==> src/rtl/f1_reaction_timer.sv <==
// Reaction timer fed by the F1 start-light bus: arms on a light sequence, times lights-out to button press in ms.
// Optional BCD result output when F1_BCD_EN is defined.
module f1_reaction_timer #(
  parameter int unsigned TICK_DIV  = 1000,
  parameter int unsigned CNT_WIDTH = 14,
  parameter int unsigned MAX_MS    = 9999
) (
  input  logic                 clk,
  input  logic                 rst,
  input  logic [7:0]           lights,
  input  logic                 btn,
  output logic [CNT_WIDTH-1:0] result,
  output logic                 valid,
  output logic                 jump_start,
  output logic                 timeout,
  output logic                 busy
`ifdef F1_BCD_EN
  ,
  output logic [15:0]          result_bcd
`endif
);

  localparam int unsigned PW = (TICK_DIV > 1) ? $clog2(TICK_DIV) : 1;
  localparam logic [PW-1:0]        PRESC_LAST = PW'(TICK_DIV - 1);
  localparam logic [CNT_WIDTH-1:0] MS_MAX     = CNT_WIDTH'(MAX_MS);

  typedef enum logic [2:0] {IDLE, ARMED, TIMING, DONE, FOUL} state_t;

  state_t               state;
  logic                 btn_q;
  logic                 seen_full;
  logic                 press;
  logic [PW-1:0]        presc;
  logic [CNT_WIDTH-1:0] ms_cnt;

  assign press = btn & ~btn_q;

`ifdef F1_BCD_EN
  logic [15:0] bcd_cnt;

  // Decimal increment with 9->0 ripple carry across the four digits.
  function automatic logic [15:0] bcd_inc(input logic [15:0] v);
    logic [15:0] r;
    logic        carry;
    r     = v;
    carry = 1'b1;
    for (int unsigned i = 0; i < 4; i++) begin
      if (carry) begin
        if (r[4*i +: 4] == 4'd9) begin
          r[4*i +: 4] = 4'd0;
        end else begin
          r[4*i +: 4] = r[4*i +: 4] + 4'd1;
          carry       = 1'b0;
        end
      end
    end
    return r;
  endfunction
`endif

  always_ff @(posedge clk or posedge rst) begin
    if (rst) begin
      state      <= IDLE;
      result     <= '0;
      valid      <= 1'b0;
      jump_start <= 1'b0;
      timeout    <= 1'b0;
      busy       <= 1'b0;
      presc      <= '0;
      ms_cnt     <= '0;
      seen_full  <= 1'b0;
      btn_q      <= 1'b1;
`ifdef F1_BCD_EN
      bcd_cnt    <= '0;
      result_bcd <= '0;
`endif
    end else begin
      btn_q <= btn;
      case (state)
        IDLE, DONE, FOUL: begin
          if (lights != '0) begin
            state      <= ARMED;
            busy       <= 1'b1;
            valid      <= 1'b0;
            jump_start <= 1'b0;
            timeout    <= 1'b0;
            result     <= '0;
            seen_full  <= (lights == 8'hFF);
`ifdef F1_BCD_EN
            result_bcd <= '0;
`endif
          end
        end
        ARMED: begin
          if (lights == 8'hFF) seen_full <= 1'b1;
          // A press beats lights-out arriving on the same edge.
          if (press) begin
            state      <= FOUL;
            busy       <= 1'b0;
            jump_start <= 1'b1;
            valid      <= 1'b1;
            result     <= '0;
`ifdef F1_BCD_EN
            result_bcd <= '0;
`endif
          end else if (lights == '0) begin
            if (seen_full) begin
              state  <= TIMING;
              presc  <= '0;
              ms_cnt <= '0;
`ifdef F1_BCD_EN
              bcd_cnt <= '0;
`endif
            end else begin
              state <= IDLE;
              busy  <= 1'b0;
            end
          end
        end
        TIMING: begin
          if (press) begin
            state  <= DONE;
            busy   <= 1'b0;
            result <= ms_cnt;
            valid  <= 1'b1;
`ifdef F1_BCD_EN
            result_bcd <= bcd_cnt;
`endif
          end else if (ms_cnt == MS_MAX) begin
            state   <= DONE;
            busy    <= 1'b0;
            result  <= MS_MAX;
            timeout <= 1'b1;
            valid   <= 1'b1;
`ifdef F1_BCD_EN
            result_bcd <= bcd_cnt;
`endif
          end else if (presc == PRESC_LAST) begin
            presc  <= '0;
            ms_cnt <= ms_cnt + 1'b1;
`ifdef F1_BCD_EN
            bcd_cnt <= bcd_inc(bcd_cnt);
`endif
          end else begin
            presc <= presc + 1'b1;
          end
        end
        default: begin
          state <= IDLE;
          busy  <= 1'b0;
        end
      endcase
    end
  end

endmodule
==> config.mk <==
export PLATFORM = sky130hd
export DESIGN_NAME = f1_reaction_timer
export DESIGN_NICKNAME = d
export VERILOG_FILES = /design/src/rtl/f1_reaction_timer.sv
export SDC_FILE = /design/constraint.sdc
export NUM_CORES = 1
export LEC_CHECK = 0
export CORE_AREA = 3 3 75 95
export DETAILED_ROUTE_END_ITERATION = 16
export DIE_AREA = 0 0 78 98
export DONT_BUFFER_PORTS = 1
export PLACE_DENSITY_LB_ADDON = 0.08
export SYNTH_ARGS = -nofsm -noshare
export SYNTH_HDL_FRONTEND = slang
export SYNTH_SLANG_ARGS = --single-unit
==> constraint.sdc <==
create_clock -name clk -period 2.5 [get_ports clk]
set_clock_uncertainty 0.2 [all_clocks]
set_input_delay 0.125 -clock clk [delete_from_list [all_inputs] [get_ports clk]]
set_output_delay 0.125 -clock clk [all_outputs]
set_load 0.05 [all_outputs]
== After elaboration in Yosys (flattened, before gate mapping) ==
Cells that the tools add are included.
Widths: inputs -> output; s select.
Operators by class
  add/sub/neg operators: 2
  equality and inequality tests: 20
  muxes and demuxes: 44
  bitwise logic cells: 2
  reduce and logical (&&, ||, !) cells: 16
Operators with widths (count)
  $mux 14: 10
  $mux 10: 6
  $pmux 14 s3: 1
  $pmux 14 s2: 1
  $ne 2x2->1 const B: 10
  $pmux 10 s2: 1
  $mux 3: 5
  $add 14x1->14 const B: 1
  $eq 14x14->1 const B: 1
  $mux 1: 13
  $reduce_and 4->1: 3
  $add 10x1->10 const B: 1
  $eq 10x10->1 const B: 1
  $ne 3x3->1 const B: 3
  $pmux 3 s3: 1
  $reduce_and 3->1: 3
  $eq 8x8->1 const B: 1
  $logic_not 8->1: 1
  $reduce_bool 8->1: 1
  $reduce_and 7->1: 1
  $eq 3x2->1 const B: 2
  $pmux 1 s2: 3
  $pmux 1 s3: 2
  $reduce_and 6->1: 1
  other kinds (9): 11
Storage, ports and cells
  register bits after elaboration: 47
  input port bits: 11
  output and inout port bits: 18
  word-level logic and storage cells: 94

== Longest topological paths before layout ==
  depth in word-level cells: 5
  gate-level depth with buffers: 7
  gate-level depth less buffers: 6

== Worst setup path after synthesis ==
No wires, ideal clock.
  kind: register to register
  from: reg ms_cnt[0]
  to: reg ms_cnt[13]
  library setup time: 0.066 ns
  data arrival time: 2.070 ns
  required time: 2.234 ns
  setup slack: 0.164 ns
  cell stages (with the launch flop): 7
  path buffers: 0
  period minus slack after synthesis: 2.336 ns
  cell sequence: dfrtp_1 > ha_1 > and3_1 > a41o_1 > or4_4 > o41ai_1 > o31a_1
On the way
  cells in the longest elaborated chain, start to end: 5
Ends and longest elaborated chain
  from (decl): RTL line 34  | logic [CNT_WIDTH-1:0] ms_cnt;
  from (signal assigned): RTL line 140  | ms_cnt <= ms_cnt + 1'b1;
  $add 14x1->14: RTL line 140
  $mux 14: RTL line 138  | end else if (presc == PRESC_LAST) begin
  $mux 14: RTL line 129  | end else if (ms_cnt == MS_MAX) begin
  $mux 14: RTL line 121  | if (press) begin
  $pmux 14 s2: RTL line 79  | case (state)
Several ways; a longest one is shown, not always the timed one. The select of a mux whose other input is x is not followed.
A chain may end at the register's enable or synchronous reset.

== Final worst setup path ==
  from: reg ms_cnt[1]
  to: reg ms_cnt[11]
Same word-level chain as after synthesis.

==> impl_metrics.prom <==
# TYPE chip_impl_metric gauge
chip_impl_metric{name="slew_headroom",unit="%"} 67.2
chip_impl_metric{name="grt_antenna_before_repair",unit=""} 0
chip_impl_metric{name="async_reset_ff_share",unit="%"} 100
chip_impl_metric{name="synth.area.mux_share",unit="%"} 4.87
chip_impl_metric{name="drt_iter0_markers",unit=""} 105
chip_impl_metric{name="cts_htree_levels",unit=""} 2
chip_impl_metric{name="dpl_cell_area",unit="sq um"} 2780
chip_impl_metric{name="max-vdd-ir-drop",unit="uV"} 430
chip_impl_metric{name="detail_route.vias_per_cell",unit=""} 5.53
chip_impl_metric{name="mappedNetlistNets",unit=""} 276
chip_impl_info{name="outcome",value="completed"} 1
chip_impl_metric{name="initial_utilization",unit="%"} 40.3
chip_impl_metric{name="globalRouteTotalUtil",unit="%"} 16.7
chip_impl_metric{name="final_layout_size_suffix_gt1_share",unit="%"} 17.5
chip_impl_metric{name="clock_latency",unit="ns"} 0.30
chip_impl_metric{name="report.final.setup_viol",unit=""} 0
chip_impl_info{name="worstSetupStartpointType",value="flip-flop"} 1
chip_impl_metric{name="finish.net_count",unit=""} 309
chip_impl_info{name="hold_path_class",value="primary input to asynchronous set/reset pin"} 1
chip_impl_metric{name="via_count",unit=""} 2112
chip_impl_metric{name="globalRouteOverflowTotal",unit=""} 0
chip_impl_metric{name="placed_cells",unit=""} 364
chip_impl_metric{name="floorplan.die.width",unit="um"} 78
chip_impl_metric{name="final_standard_cell_area_without_fillers",unit="sq um"} 3030
chip_impl_metric{name="numClockSinks",unit=""} 47
chip_impl_metric{name="timing.final.crit_period",unit="ns"} 2.39
chip_impl_metric{name="pin_count",unit=""} 29
chip_impl_metric{name="total_leakage_power",unit="nW"} 1.34
chip_impl_metric{name="post_layout_nonfiller_instances",unit=""} 382
chip_impl_metric{name="path_clk_slew",unit="ns"} 0.09
chip_impl_metric{name="post_synth_and_or_nand_nor_area_fraction",unit="%"} 21.3
chip_impl_metric{name="cts_buffers",unit=""} 5
chip_impl_metric{name="place_hpwl",unit="um"} 4400
chip_impl_metric{name="total_power_of_the_final_layout",unit="mW"} 2.60
chip_impl_metric{name="synth_enable_flop_cells",unit=""} 0
chip_impl_info{name="rsz0062_at_grt",value="no"} 1
chip_impl_metric{name="synth_xor_area_share",unit="%"} 0.695
chip_impl_info{name="ys_dominant_reg_cell",value="dfrtp_1"} 1
chip_impl_metric{name="report.final.slew_viol_count",unit=""} 0
chip_impl_metric{name="layout-area-overhead-vs-synth",unit="%"} 20.1
chip_impl_metric{name="synth.top_cell.area_share",unit="%"} 45.7
chip_impl_metric{name="sequential_cell_area_fraction_in_the_yosys_report",unit="%"} 46.7
chip_impl_metric{name="timing.reg2reg.worst_path_depth",unit=""} 7
chip_impl_metric{name="timing_hold_violations_final",unit=""} 0
chip_impl_info{name="end_kind",value="flip-flop"} 1
chip_impl_metric{name="floorplan.core_area",unit="sq um"} 6250
chip_impl_metric{name="portBuffers",unit=""} 0
chip_impl_metric{name="tns",unit="ns"} 0
chip_impl_metric{name="synth_area_per_cell",unit="sq um"} 9.58
chip_impl_metric{name="routed_wire_length",unit="um"} 6050
chip_impl_metric{name="final.period_utilization",unit="%"} 95.7
chip_impl_metric{name="finalWeightedCongestion",unit=""} 0.839
chip_impl_metric{name="path_max_fanout",unit=""} 6
chip_impl_metric{name="synth-compound-area-share",unit="%"} 21.2
chip_impl_metric{name="first_pass_grt_wire_length",unit="um"} 10200
chip_impl_metric{name="synth.cell_area",unit="sq um"} 2520
chip_impl_metric{name="fp.dieH",unit="um"} 98
chip_impl_metric{name="dr.pass1.iters",unit=""} 6
chip_impl_metric{name="synth.ff_latch_count",unit=""} 47
chip_impl_info{name="clk_root_buffer_cell",value="clkbuf_8"} 1
chip_impl_metric{name="drc_errors",unit=""} 0
chip_impl_info{name="synthTopCellsByArea",value="dfrtp_1, o22a_1, mux2i_1"} 1
chip_impl_metric{name="ant_nets",unit=""} 0
chip_impl_info{name="cts_tree",value="done"} 1
chip_impl_metric{name="rows",unit=""} 32
chip_impl_metric{name="power_per_cell_area",unit="nW/um^2"} 861
chip_impl_metric{name="critPathArrivalTime",unit="ns"} 2.44
chip_impl_metric{name="achievable-frequency",unit="GHz"} 0.418
chip_impl_info{name="path_class",value="flip-flop to flip-flop"} 1
chip_impl_metric{name="clock_path_buffers",unit=""} 2
chip_impl_metric{name="post_drt_wl_per_cell",unit="um"} 15.8
chip_impl_metric{name="max_slew.worst_pin.slew",unit="ns"} 0.493
chip_impl_metric{name="design.die.area",unit="sq um"} 7640
chip_impl_metric{name="cp_data_required_time",unit="ns"} 2.55
chip_impl_info{name="synth_top_family_by_area",value="simple AND/OR/NAND/NOR gates"} 1
chip_impl_metric{name="synthCells",unit=""} 263
chip_impl_info{name="yosys.area.top_type",value="dfrtp_1"} 1
chip_impl_metric{name="synth_cell_type_count",unit=""} 48
chip_impl_metric{name="maxCapViolCount",unit=""} 0
chip_impl_metric{name="finalHoldWorstSlack",unit="ns"} 0.0253
chip_impl_metric{name="antennaDiodeCount",unit=""} 0
chip_impl_metric{name="synth_warnings",unit=""} 0
chip_impl_metric{name="first_global_vias",unit=""} 2061
chip_impl_metric{name="grt_start_max_net_pins",unit=""} 34
chip_impl_metric{name="post_synth_fa_ha_maj_area_fraction",unit="%"} 0.993
-- layout by cell type, fill, tap and decap left out, types with 2 or more instances in the layout --
| cell type | count |
|---|---|
| a211o_1 | 4 |
| a211oi_1 | 2 |
| a21bo_2 | 2 |
| a21o_1 | 2 |
| a21oi_1 | 6 |
| a221o_1 | 2 |
| a22o_1 | 10 |
| and2_1 | 2 |
| and3_1 | 8 |
| buf_4 | 29 |
| bufinv_16 | 2 |
| clkbuf_8 | 5 |
| dfrtp_1 | 46 |
| dlygate4sd3_1 | 9 |
| ha_1 | 2 |
| inv_1 | 13 |
| mux2_2 | 2 |
| mux2i_1 | 10 |
| nand2_1 | 16 |
| nand2b_1 | 3 |
| nand3_1 | 12 |
| nand4_1 | 8 |
| nor2_1 | 25 |
| nor2b_1 | 2 |
| nor3_1 | 11 |
| nor3b_1 | 2 |
| o21ai_0 | 19 |
| o22a_1 | 13 |
| o22ai_1 | 2 |
| o31a_1 | 2 |
| or2_4 | 2 |
| or4_4 | 4 |
-- repair_timing --
action                                  CTS  global route
resized for setup                         0             4
buffers inserted                          0             1
endpoints found under the hold margin    50             0
endpoints found under the setup margin    0             5
hold buffers                              9             0
-- area by class of cell --
cell class,count,area (sq um)
Sequential cell,47,1180
Fill cell,618,3220
Clock inverter,2,60.1
Multi-Input combinational cell,190,1250
Clock buffer,6,72.6
Tap cell,85,106
Inverter,14,52.6
Timing Repair Buffer,38,308
-- power by group --
| part | total, mW | internal (mW) | leakage, nW | switching, mW |
|---|---|---|---|---|
| Combinational | 0.830 | 0.405 | 0.635 | 0.426 |
| Clock | 0.660 | 0.400 | 0.0654 | 0.260 |
| Sequential | 1.11 | 0.891 | 0.637 | 0.222 |
| Total | 2.60 | 1.70 | 1.34 | 0.908 |
-- stage by stage --
stage,utilization [%],setup WS [ns]
after floorplan,-,0.164
after global placement,44.5,0.0970
after detailed placement,44.5,0.0494
after CTS,48.1,0.0344
after global routing,48.4,0.00805
final,48.4,0.107
-- path summary, 6_finish.rpt --
path                                             from                endpoint  slack [ns]
worst max-delay path            ms_cnt[1]$_DFFE_PP0P_  ms_cnt[11]$_DFFE_PP0P_        0.11
min in group clk                            lights[2]     timeout$_DFFE_PP0P_        0.04
max in group asynchronous                         rst    presc[7]$_DFFE_PP0P_        1.33
worst min register to register   presc[0]$_DFFE_PP0P_    presc[0]$_DFFE_PP0P_        0.33
worst min-delay path                              rst       valid$_DFFE_PP0P_        0.03
worst max register to register  ms_cnt[1]$_DFFE_PP0P_  ms_cnt[11]$_DFFE_PP0P_        0.11
-- synth_stat cells, drive strengths merged, types with 8 or more instances --
library cell and number:
o22a 13, inv 14, dfrtp 46, nand4 8, nand2 16, nor3 11
nand3 12, o21ai 20, mux2i 10, a22o 10, and3 8, clkbuf 8
nor2 25
-- routing by layer --
| layer | part of all wire, % | GRT usage, % | routed length, um |
|---|---|---|---|
| met5 | 0 | 0 | 0 |
| met4 | 1.2 | 5.25 | 70 |
| met3 | 3.4 | 3.14 | 207 |
| met2 | 50 | 28.2 | 3010 |
| met1 | 46 | 21.5 | 2770 |
-- kinds of logic after synthesis --
kind of cell,count (synthesis)
flip-flops,47
AO/OA/AOI/OAI,73
AND/OR/NAND/NOR,101
multiplexers,12
XOR/XNOR,2
buffers and inverters,26
adder cells (fa/ha/maj),2
-- state kept, by name (all words and copies together) (netlist names) --
register    flops
valid           1
busy            1
presc          10
result         14
state           3
btn_q           1
timeout         1
ms_cnt         14
jump_start      1
seen_full       1
-- worst max-delay path, cell delays in order, from the launching register on --
cell	delay, ns
dfrtp_1	0.43
ha_1	0.23
and3_1	0.22
a41o_1	0.25
or4_4	0.53
buf_4	0.18
nor4_2	0.14
o22a_1	0.16
No activity file was read; power rests on OpenSTA's default activity.
